--- config.mk ---
export PLATFORM = sky130hd
export DESIGN_NAME = car_light
export DESIGN_NICKNAME = d
export VERILOG_FILES = /design/src/rtl/car_light.sv
export SDC_FILE = /design/constraint.sdc
export NUM_CORES = 1
export LEC_CHECK = 0
export CAP_MARGIN = 10
export CORE_AREA = 10 10 47 49
export CTS_BUF_LIST = sky130_fd_sc_hd__clkbuf_4
export CTS_CLUSTER_DIAMETER = 100
export DETAILED_ROUTE_END_ITERATION = 8
export DIE_AREA = 0 0 57 59
export PLACE_DENSITY = 0.66
export SLEW_MARGIN = 20
export SYNTH_ARGS = -nofsm -noshare
export SYNTH_HDL_FRONTEND = slang
export SYNTH_SLANG_ARGS = --single-unit
--- constraint.sdc ---
create_clock -name clk -period 2.5 [get_ports clk]
set_clock_uncertainty 0.05 [all_clocks]
set_input_delay 0.5 -clock clk [delete_from_list [all_inputs] [get_ports clk]]
set_output_delay 0.5 -clock clk [all_outputs]
set_load 0.1 [all_outputs]
--- src/rtl/car_light.sv ---
// Thunderbird-style tail-light controller: three-lamp sequential sweep per side
// plus hazard flash. Moore FSM with registered lamp outputs, stepped by a divided tick.
module car_light #(
    parameter int STEP_DIV = 1
) (
    input  logic       clk,
    input  logic       rst_n,
    output logic [2:0] light_left,
    output logic [2:0] light_right,
    input  logic       left,
    input  logic       right,
    input  logic       E
);

    localparam int                CNT_W    = (STEP_DIV > 1) ? $clog2(STEP_DIV) : 1;
    localparam logic [CNT_W-1:0]  CNT_LAST = CNT_W'(STEP_DIV - 1);

    typedef enum logic [2:0] {
        IDLE = 3'd0,
        L1   = 3'd1,
        L2   = 3'd2,
        L3   = 3'd3,
        R1   = 3'd4,
        R2   = 3'd5,
        R3   = 3'd6,
        HAZ  = 3'd7
    } state_t;

    state_t           state;
    state_t           state_nxt;
    logic [CNT_W-1:0] cnt;
    logic             tick;
    logic             haz_req;

    assign tick    = (cnt == CNT_LAST);
    // Both turn stalks at once is treated as a hazard request.
    assign haz_req = E | (left & right);

    // Lamp pattern {light_left, light_right} for a given state.
    function automatic logic [5:0] lamps(input state_t s);
        logic [5:0] v;
        case (s)
            L1:      v = {3'b001, 3'b000};
            L2:      v = {3'b011, 3'b000};
            L3:      v = {3'b111, 3'b000};
            R1:      v = {3'b000, 3'b001};
            R2:      v = {3'b000, 3'b011};
            R3:      v = {3'b000, 3'b111};
            HAZ:     v = {3'b111, 3'b111};
            default: v = 6'b000000;
        endcase
        return v;
    endfunction

    always_comb begin
        state_nxt = IDLE;
        if (haz_req) begin
            state_nxt = (state == HAZ) ? IDLE : HAZ;
        end else if (left) begin
            // Any non-left state falls back to IDLE first, so sides never overlap.
            case (state)
                IDLE:    state_nxt = L1;
                L1:      state_nxt = L2;
                L2:      state_nxt = L3;
                default: state_nxt = IDLE;
            endcase
        end else if (right) begin
            case (state)
                IDLE:    state_nxt = R1;
                R1:      state_nxt = R2;
                R2:      state_nxt = R3;
                default: state_nxt = IDLE;
            endcase
        end
    end

    always_ff @(posedge clk or negedge rst_n) begin
        if (!rst_n) begin
            cnt         <= '0;
            state       <= IDLE;
            light_left  <= 3'b000;
            light_right <= 3'b000;
        end else begin
            cnt <= tick ? '0 : cnt + 1'b1;
            if (tick) begin
                state                     <= state_nxt;
                {light_left, light_right} <= lamps(state_nxt);
            end
        end
    end

endmodule

==> impl_table.tex, run 1 <==
\begin{tabular}{lr}
\hline
Metric & Value \\
\hline
\multicolumn{2}{l}{\textbf{Routing}} \\
\quad Highest signal layer in the routed design & met4 \\
\quad Wirelength per Cell & approximately 12 µm \\
\quad DRC errors left & 0 \\
\quad First-pass DRT Iterations & 3 \\
\quad Met3 wire length & 46 µm \\
\quad Vias post-DR & about 340 \\
\quad Sum of met2 wire segment lengths after detailed routing & approximately 340 µm \\
\quad Total length of routed wires & 841 µm \\
\quad Drt first-iter violations & 5 \\
\quad Via-to-Cell Ratio & about 4.9 \\
\quad Detail Route Antenna Nets & 0 \\
\quad Metal-1 WL & approximately 430 µm \\
\multicolumn{2}{l}{\textbf{GRT}} \\
\quad Largest net degree at the start of global routing & 12 \\
\quad GR Overflow Total & 0 \\
\quad Overall track demand over capacity in global routing & 5.71\% \\
\quad Number of antenna violations at the first check in global routing & 0 \\
\quad Vias in the first global route & between 300 and 400 \\
\quad Global-route wire length before repair & between 1000 and 1500 µm \\
\multicolumn{2}{l}{\textbf{Clock tree}} \\
\quad Clock-pin slew on the worst setup and hold paths & 0.05 ns \\
\quad Number of levels in the clock H-tree & 1 \\
\quad Clk\_lat worst skew & 0.25 ns \\
\quad Post-CTS setup repair buffer count & 0 \\
\quad CTS tree & built \\
\quad CTS max path bufs & 2 \\
\quad Number of sinks on the clock net & 9 \\
\quad Clock Tree Root & clkbuf\_4 \\
\quad Post-cts hold buffer count & 0 \\
\quad TritonCTS Buffers & 3 \\
\quad PostCTS Resize Cnt & 0 \\
\multicolumn{2}{l}{\textbf{Die}} \\
\quad Starting density of the core & between 30\% and 40\% \\
\quad Std-Cell Core Area & 1400 µm² \\
\quad I/O pin count & 11 \\
\quad Total die area & between 3000 and 4000 µm² \\
\quad Die X & about 57 µm \\
\quad Die outline height & just under 60 µm \\
\quad \# rows & 14 \\
\multicolumn{2}{l}{\textbf{Critical path}} \\
\quad Worst setup SP type & input pin \\
\quad Launching element of the worst setup path & left \\
\quad Cells along the critical path & clkdlybuf4s50\_1 -> or3b\_1 -> a21oi\_2 -> a21oi\_1 \\
\quad Critical Path Sink Type & flip-flop \\
\quad Maximum cell stage delay along the critical path & 0.56 ns \\
\quad Worst Path Required & 2.57 ns \\
\quad Crit path max fanout & 11 \\
\quad Startpoint of the worst register-to-register path & state[0]\$\_DFF\_PN0\_ \\
\quad Kind of critical path & in -> reg \\
\quad Arrival time of the worst setup path & roughly 1.7 ns \\
\quad Worst path slowest cell & clkdlybuf4s50\_1 \\
\multicolumn{2}{l}{\textbf{Layout}} \\
\quad Commonest cells after routing, fill and taps aside & dfrtp\_1, a21oi\_1, buf\_4 \\
\quad Inserted Diodes & 0 \\
\quad Proportion of layout cells with a drive suffix above 1 & 24.5\% \\
\quad Commonest non-fill, non-tap cell in the layout & dfrtp\_1 \\
\quad Area grow syn2layout & 24.9\% \\
\quad Total of fill cells in the finished design & 151 \\
\quad Net count reported at finish & slightly below 60 \\
\multicolumn{2}{l}{\textbf{Logic synthesis}} \\
\quad Register bit total from synthesis & 9 \\
\quad Yosys warnings & 0 \\
\quad Fraction of registers with async set/reset & 100\% \\
\quad Share of the yosys chip area belonging to registers & 51.4\% \\
\quad Most frequently used flop master after synthesis & dfrtp\_1 \\
\quad Syn\_area\_per\_cell & between 10 and 15 µm² \\
\quad Unique masters post-synth & 22 \\
\quad Gate Count Post-Synth & 43 \\
\quad Mapped Area & $\sim$440 µm² \\
\quad Count of flip-flops with a built-in enable after synthesis & 0 \\
\quad Number of nets produced by synthesis & 48 \\
\multicolumn{2}{l}{\textbf{Hold path}} \\
\quad Worst hold path type & in -> async \\
\multicolumn{2}{l}{\textbf{STA}} \\
\quad Setup violators final & 0 \\
\quad Slew at the pin closest to its max-slew limit & roughly 0.37 ns \\
\quad RSZ-0062 raised after global routing & no \\
\quad Shortest clock period the worst path allows after layout & $\sim$1.6 ns \\
\quad Max Freq & around 610 MHz \\
\quad Number of max-slew violations in the final report & 0 \\
\quad Share of the clock period used by the worst path & approximately two thirds \\
\quad Total count of hold-check failures in the final report & 0 \\
\quad Headroom to the max-slew limit & $\sim$75\% \\
\quad Final total negative setup slack & 0 ns \\
\multicolumn{2}{l}{\textbf{Status}} \\
\quad Status & completed \\
\multicolumn{2}{l}{\textbf{Place}} \\
\quad Routability congestion estimate & about 0.8 \\
\quad Number of buffers inserted by port buffering & 10 \\
\multicolumn{2}{l}{\textbf{Flow run}} \\
\quad Max Cap Viol & 0 \\
\hline
\end{tabular}
critical path: cells and delay by family:
| family | cells | cell delay (ns) |
|---|---|---|
| AO/OA/AOI/OAI | 2 | 0.21 |
| buffers and inverters | 1 | 0.56 |
| AND/OR/NAND/NOR | 1 | 0.43 |
layer usage:
layer | global-route usage (%) | up-vias
li1 | - | 172
met1 | 6.81 | 154
met2 | 6.98 | 10
met3 | 1.93 | 2
met4 | 7.05 | 0
met5 | 0 | -
per-stage QoR:
stage | cell area (µm²) | util, % | worst slack [ns] | instances | hold slack (ns)
after floorplan | 438 | - | 1.07 | 43 | 0.154
after global placement | 517 | 36.9 | 0.647 | 65 | 0.540
after detailed placement | 517 | 36.9 | 0.616 | 65 | 0.567
after CTS | 547 | 39.0 | 0.889 | 69 | 0.485
after global routing | 547 | 39.0 | 0.800 | 69 | 0.501
final | 547 | 39.0 | 0.873 | 69 | 0.476
cell usage after synthesis, types with 2 or more instances:
master	n	area share, %
buf_2	2	2.3
dfrtp_1	9	51
o21ai_0	4	4.6
o2bb2ai_1	2	4.0
a21oi_1	8	9.1
nand2_1	2	1.7
state kept, by name, indices dropped and copies added (netlist names):
| name | cells |
|---|---|
| light_left | 3 |
| light_right | 3 |
| state | 3 |
cells by family (layout without fill, tap and decap cells):
group,after synthesis,in the layout,synth area share [%]
xor+xnor,1,1,2.00
compound gates,20,20,28.6
simple gates,8,8,11.1
buf+inv,5,15,6.86
flops,9,9,51.4
cell type report:
class,instances,area [µm²],area share (%)
timing repair buffer,10,85.1,15.6
inverter,1,3.75,0.686
sequential,9,225,41.2
tap,16,20.0,3.66
clock buffer,4,30.0,5.49
multi-input combinational,29,183,33.4
path summary, 6_finish.rpt:
path                       cells after the start  slack [ns]                        to
max                                            4        0.87        state[2]$_DFF_PN0_
min                                            1        0.48   light_left[1]$_DFF_PN0_
max reg2reg                                    3        1.19        state[2]$_DFF_PN0_
min reg2reg                                    1        0.56  light_right[2]$_DFF_PN0_
max in group asynchronous                      1        1.66  light_right[2]$_DFF_PN0_
min in group clk                               1        0.56  light_right[2]$_DFF_PN0_
Power of run 1 is not shown: default switching activity piles up to over one toggle a cycle in this logic, so the estimate is an artifact.
==> run 2: changes to the inputs <==
--- a/config.mk
+++ b/config.mk
@@ -11,7 +11,7 @@
 export CTS_CLUSTER_DIAMETER = 100
 export DETAILED_ROUTE_END_ITERATION = 8
 export DIE_AREA = 0 0 57 59
-export PLACE_DENSITY = 0.66
+export PLACE_DENSITY = 0.68
 export SLEW_MARGIN = 20
 export SYNTH_ARGS = -nofsm -noshare
 export SYNTH_HDL_FRONTEND = slang
==> constraint.sdc (replaced) <==
create_clock -name clk -period 1.4 [get_ports clk]
set_clock_uncertainty 0.05 [all_clocks]
set_input_delay 0.28 -clock clk [delete_from_list [all_inputs] [get_ports clk]]
set_output_delay 0.28 -clock clk [all_outputs]
set_load 0.1 [all_outputs]
==> run 2 against run 1 <==
Flip-flop and latch count stayed put. Critical path depth stayed put. Die area stayed put. First-iteration DRC count grew to 2.8 times the previous value. Via count is 12% higher. Sequential share of layout area is 7.8 points lower. Wire length increased by 4.6%. Hold slack lost 0.23 ns. Cell area grew 23%. Count of clock-buffer cells in the layout is the same. Cell count increased by 10%. Worst setup slack worse by 0.72 ns.
==> impl_table.tex, run 2 (synthesis results as in run 1) <==
\begin{tabular}{lr}
\hline
Metric & Value \\
\hline
\multicolumn{2}{l}{\textbf{STA}} \\
\quad Final total negative setup slack & 0 ns \\
\quad Setup violators final & 0 \\
\quad Hold slack & $\sim$0.24 ns \\
\quad Total count of hold-check failures in the final report & 0 \\
\quad Max Freq & approximately 800 MHz \\
\quad RSZ-0062 raised after global routing & no \\
\quad Shortest clock period the worst path allows after layout & 1.24 ns \\
\quad Share of the clock period used by the worst path & between 80 and 90\% \\
\quad Slew at the pin closest to its max-slew limit & approximately 0.35 ns \\
\quad Number of max-slew violations in the final report & 0 \\
\quad Headroom to the max-slew limit & 76.7\% \\
\multicolumn{2}{l}{\textbf{Place}} \\
\quad Number of buffers inserted by port buffering & 10 \\
\quad Cell area after placement & about 640 µm² \\
\quad Detailed-placement wirelength estimate & 699 µm \\
\quad Routability congestion estimate & around 0.82 \\
\multicolumn{2}{l}{\textbf{Critical path}} \\
\quad Crit path max fanout & 10 \\
\quad Kind of critical path & in -> reg \\
\quad Worst Path Required & approximately 1.5 ns \\
\quad Critical R2R Capture & state[2]\$\_DFF\_PN0\_ \\
\quad Arrival time of the worst setup path & $\sim$1.3 ns \\
\quad Worst setup SP type & input pin \\
\quad Register-to-register setup slack & around 0.18 ns \\
\quad Startpoint of the worst register-to-register path & state[0]\$\_DFF\_PN0\_ \\
\quad Critical Path Sink Type & flip-flop \\
\quad Worst Reg2Reg Path Length in Cells & 3 \\
\multicolumn{2}{l}{\textbf{Pwr}} \\
\quad Portion of total power attributed to the clock network & $\sim$12\% \\
\quad Cell area power density & between 2000 and 3000 nW/µm² \\
\quad Power share of the combinational group & 60.0\% \\
\quad Leakage & 0.292 nW \\
\quad Total internal power & 0.000885 W \\
\quad Switching power of the nets & $\sim$0.00084 W \\
\quad Sequential power share & between 20\% and 30\% \\
\quad VDD IR-drop max & about 0.00072 V \\
\quad Sw Ratio & 48.6\% \\
\multicolumn{2}{l}{\textbf{Die}} \\
\quad Total die area & 3360 µm² \\
\quad Starting density of the core & 31.3\% \\
\quad I/O pin count & 11 \\
\quad Die outline height & 59 µm \\
\quad Die X & approximately 57 µm \\
\quad Std-Cell Core Area & approximately 1400 µm² \\
\quad \# rows & 14 \\
\multicolumn{2}{l}{\textbf{Clock tree}} \\
\quad Clk\_lat worst skew & roughly 0.26 ns \\
\quad TritonCTS Buffers & 3 \\
\quad Post-cts hold buffer count & 0 \\
\quad Clock Tree Root & clkbuf\_4 \\
\quad Number of levels in the clock H-tree & 1 \\
\quad CTS tree & built \\
\quad Post-CTS setup repair buffer count & 0 \\
\quad Clock-pin slew on the worst setup and hold paths & $\sim$0.050 ns \\
\quad PostCTS Resize Cnt & 0 \\
\quad CTS max path bufs & 2 \\
\quad Number of sinks on the clock net & 9 \\
\multicolumn{2}{l}{\textbf{GRT}} \\
\quad GR Overflow Total & 0 \\
\quad Overall track demand over capacity in global routing & under 10\% \\
\quad Global-route wire length before repair & about 1600 µm \\
\quad Vias in the first global route & approximately 380 \\
\quad Number of antenna violations at the first check in global routing & 0 \\
\quad Largest net degree at the start of global routing & 11 \\
\multicolumn{2}{l}{\textbf{Routing}} \\
\quad DRC errors left & 0 \\
\quad Via-to-Cell Ratio & between 4 and 5 \\
\quad Wirelength per Cell & 11.6 µm \\
\quad Total length of routed wires & 880 µm \\
\quad Detail Route Antenna Nets & 0 \\
\quad Vias post-DR & $\sim$380 \\
\quad Drt first-iter violations & 14 \\
\quad First-pass DRT Iterations & 4 \\
\multicolumn{2}{l}{\textbf{Layout}} \\
\quad Area grow syn2layout & 54.0\% \\
\quad Design area & approximately 670 µm² \\
\quad Inserted Diodes & 0 \\
\quad Fraction of the core area covered by cells at the end of the flow & 48.1\% \\
\quad Area occupied by multi-input gates & 183 µm² \\
\quad Commonest non-fill, non-tap cell in the layout & dfrtp\_1 \\
\quad Commonest cells after routing, fill and taps aside & dfrtp\_1, a21oi\_1, buf\_4, buf\_12 \\
\quad Total of fill cells in the finished design & 128 \\
\quad FF/Latch Area & 225 µm² \\
\quad Registers with the most flip-flops & light\_left x3, light\_right x3, state x3 \\
\quad Proportion of layout cells with a drive suffix above 1 & between 30\% and 40\% \\
\quad Net count reported at finish & 66 \\
\multicolumn{2}{l}{\textbf{Hold path}} \\
\quad Worst hold path type & in -> async \\
\multicolumn{2}{l}{\textbf{Status}} \\
\quad Status & completed \\
\multicolumn{2}{l}{\textbf{Flow run}} \\
\quad Max Cap Viol & 0 \\
\hline
\end{tabular}
==> run 2: cell count changes in the layout (fill, tap and decap cells not counted), sizes merged <==
| cell | before | now |
|---|---|---|
| buf | 6 | 13 |
==> run 2: power by group through the flow <==
stage	sequential [W]	combinational, W	clock [W]
final	0.000477	0.00103	0.000211
after global routing	0.000492	0.00108	0.000237
after CTS	0.000477	0.00103	0.000218
after detailed placement	0.000481	0.00103	0
after global placement	0.000476	0.00103	0
after floorplan	0.000859	0.000268	0
==> run 2: worst max path at each step <==
stage,from,end,slack (ns),depth (start not counted)
6_report,left,light_right[1]$_DFF_PN0_,0.16,4
5_1_grt,left,light_right[1]$_DFF_PN0_,0.07,4
4_1_cts,left,light_right[1]$_DFF_PN0_,0.18,4
3_5_place_dp,left,light_right[1]$_DFF_PN0_,-0.10,4
3_3_place_gp,left,light_right[0]$_DFF_PN0_,-0.07,4
2_1_floorplan,light_left[0]$_DFF_PN0_,light_left[0],0.19,0
==> run 2: worst max-delay path, stage by stage <==
cell	delay [ns]
clkdlybuf4s50_1	0.41
buf_4	0.17
o21ai_0	0.31
a22oi_1	0.15
==> run 2: cell type report <==
type / instances / area share, %
Inverter: 1 / 0.557
Clock buffer: 4 / 4.45
Timing Repair Buffer: 17 / 31.5
Sequential cell: 9 / 33.4
Tap cell: 16 / 2.97
Multi-Input combinational cell: 29 / 27.1
==> run 2: per-layer routing <==
layer,GRT usage (%),routed length (µm)
met1,5.78,380
met2,9.46,424
met4,5.03,20
met5,0,0
met3,1.50,54
==> run 2: stage by stage <==
stage | cells | total power [W] | setup slack (ns)
detailed placement | 72 | 0.00151 | -0.103
floorplan | 43 | 0.00113 | 0.187
finish | 76 | 0.00172 | 0.156
CTS | 76 | 0.00173 | 0.175
global placement | 72 | 0.00150 | -0.0662
global route | 76 | 0.00181 | 0.0744
Note: power is estimated with default switching activity, not from simulation.
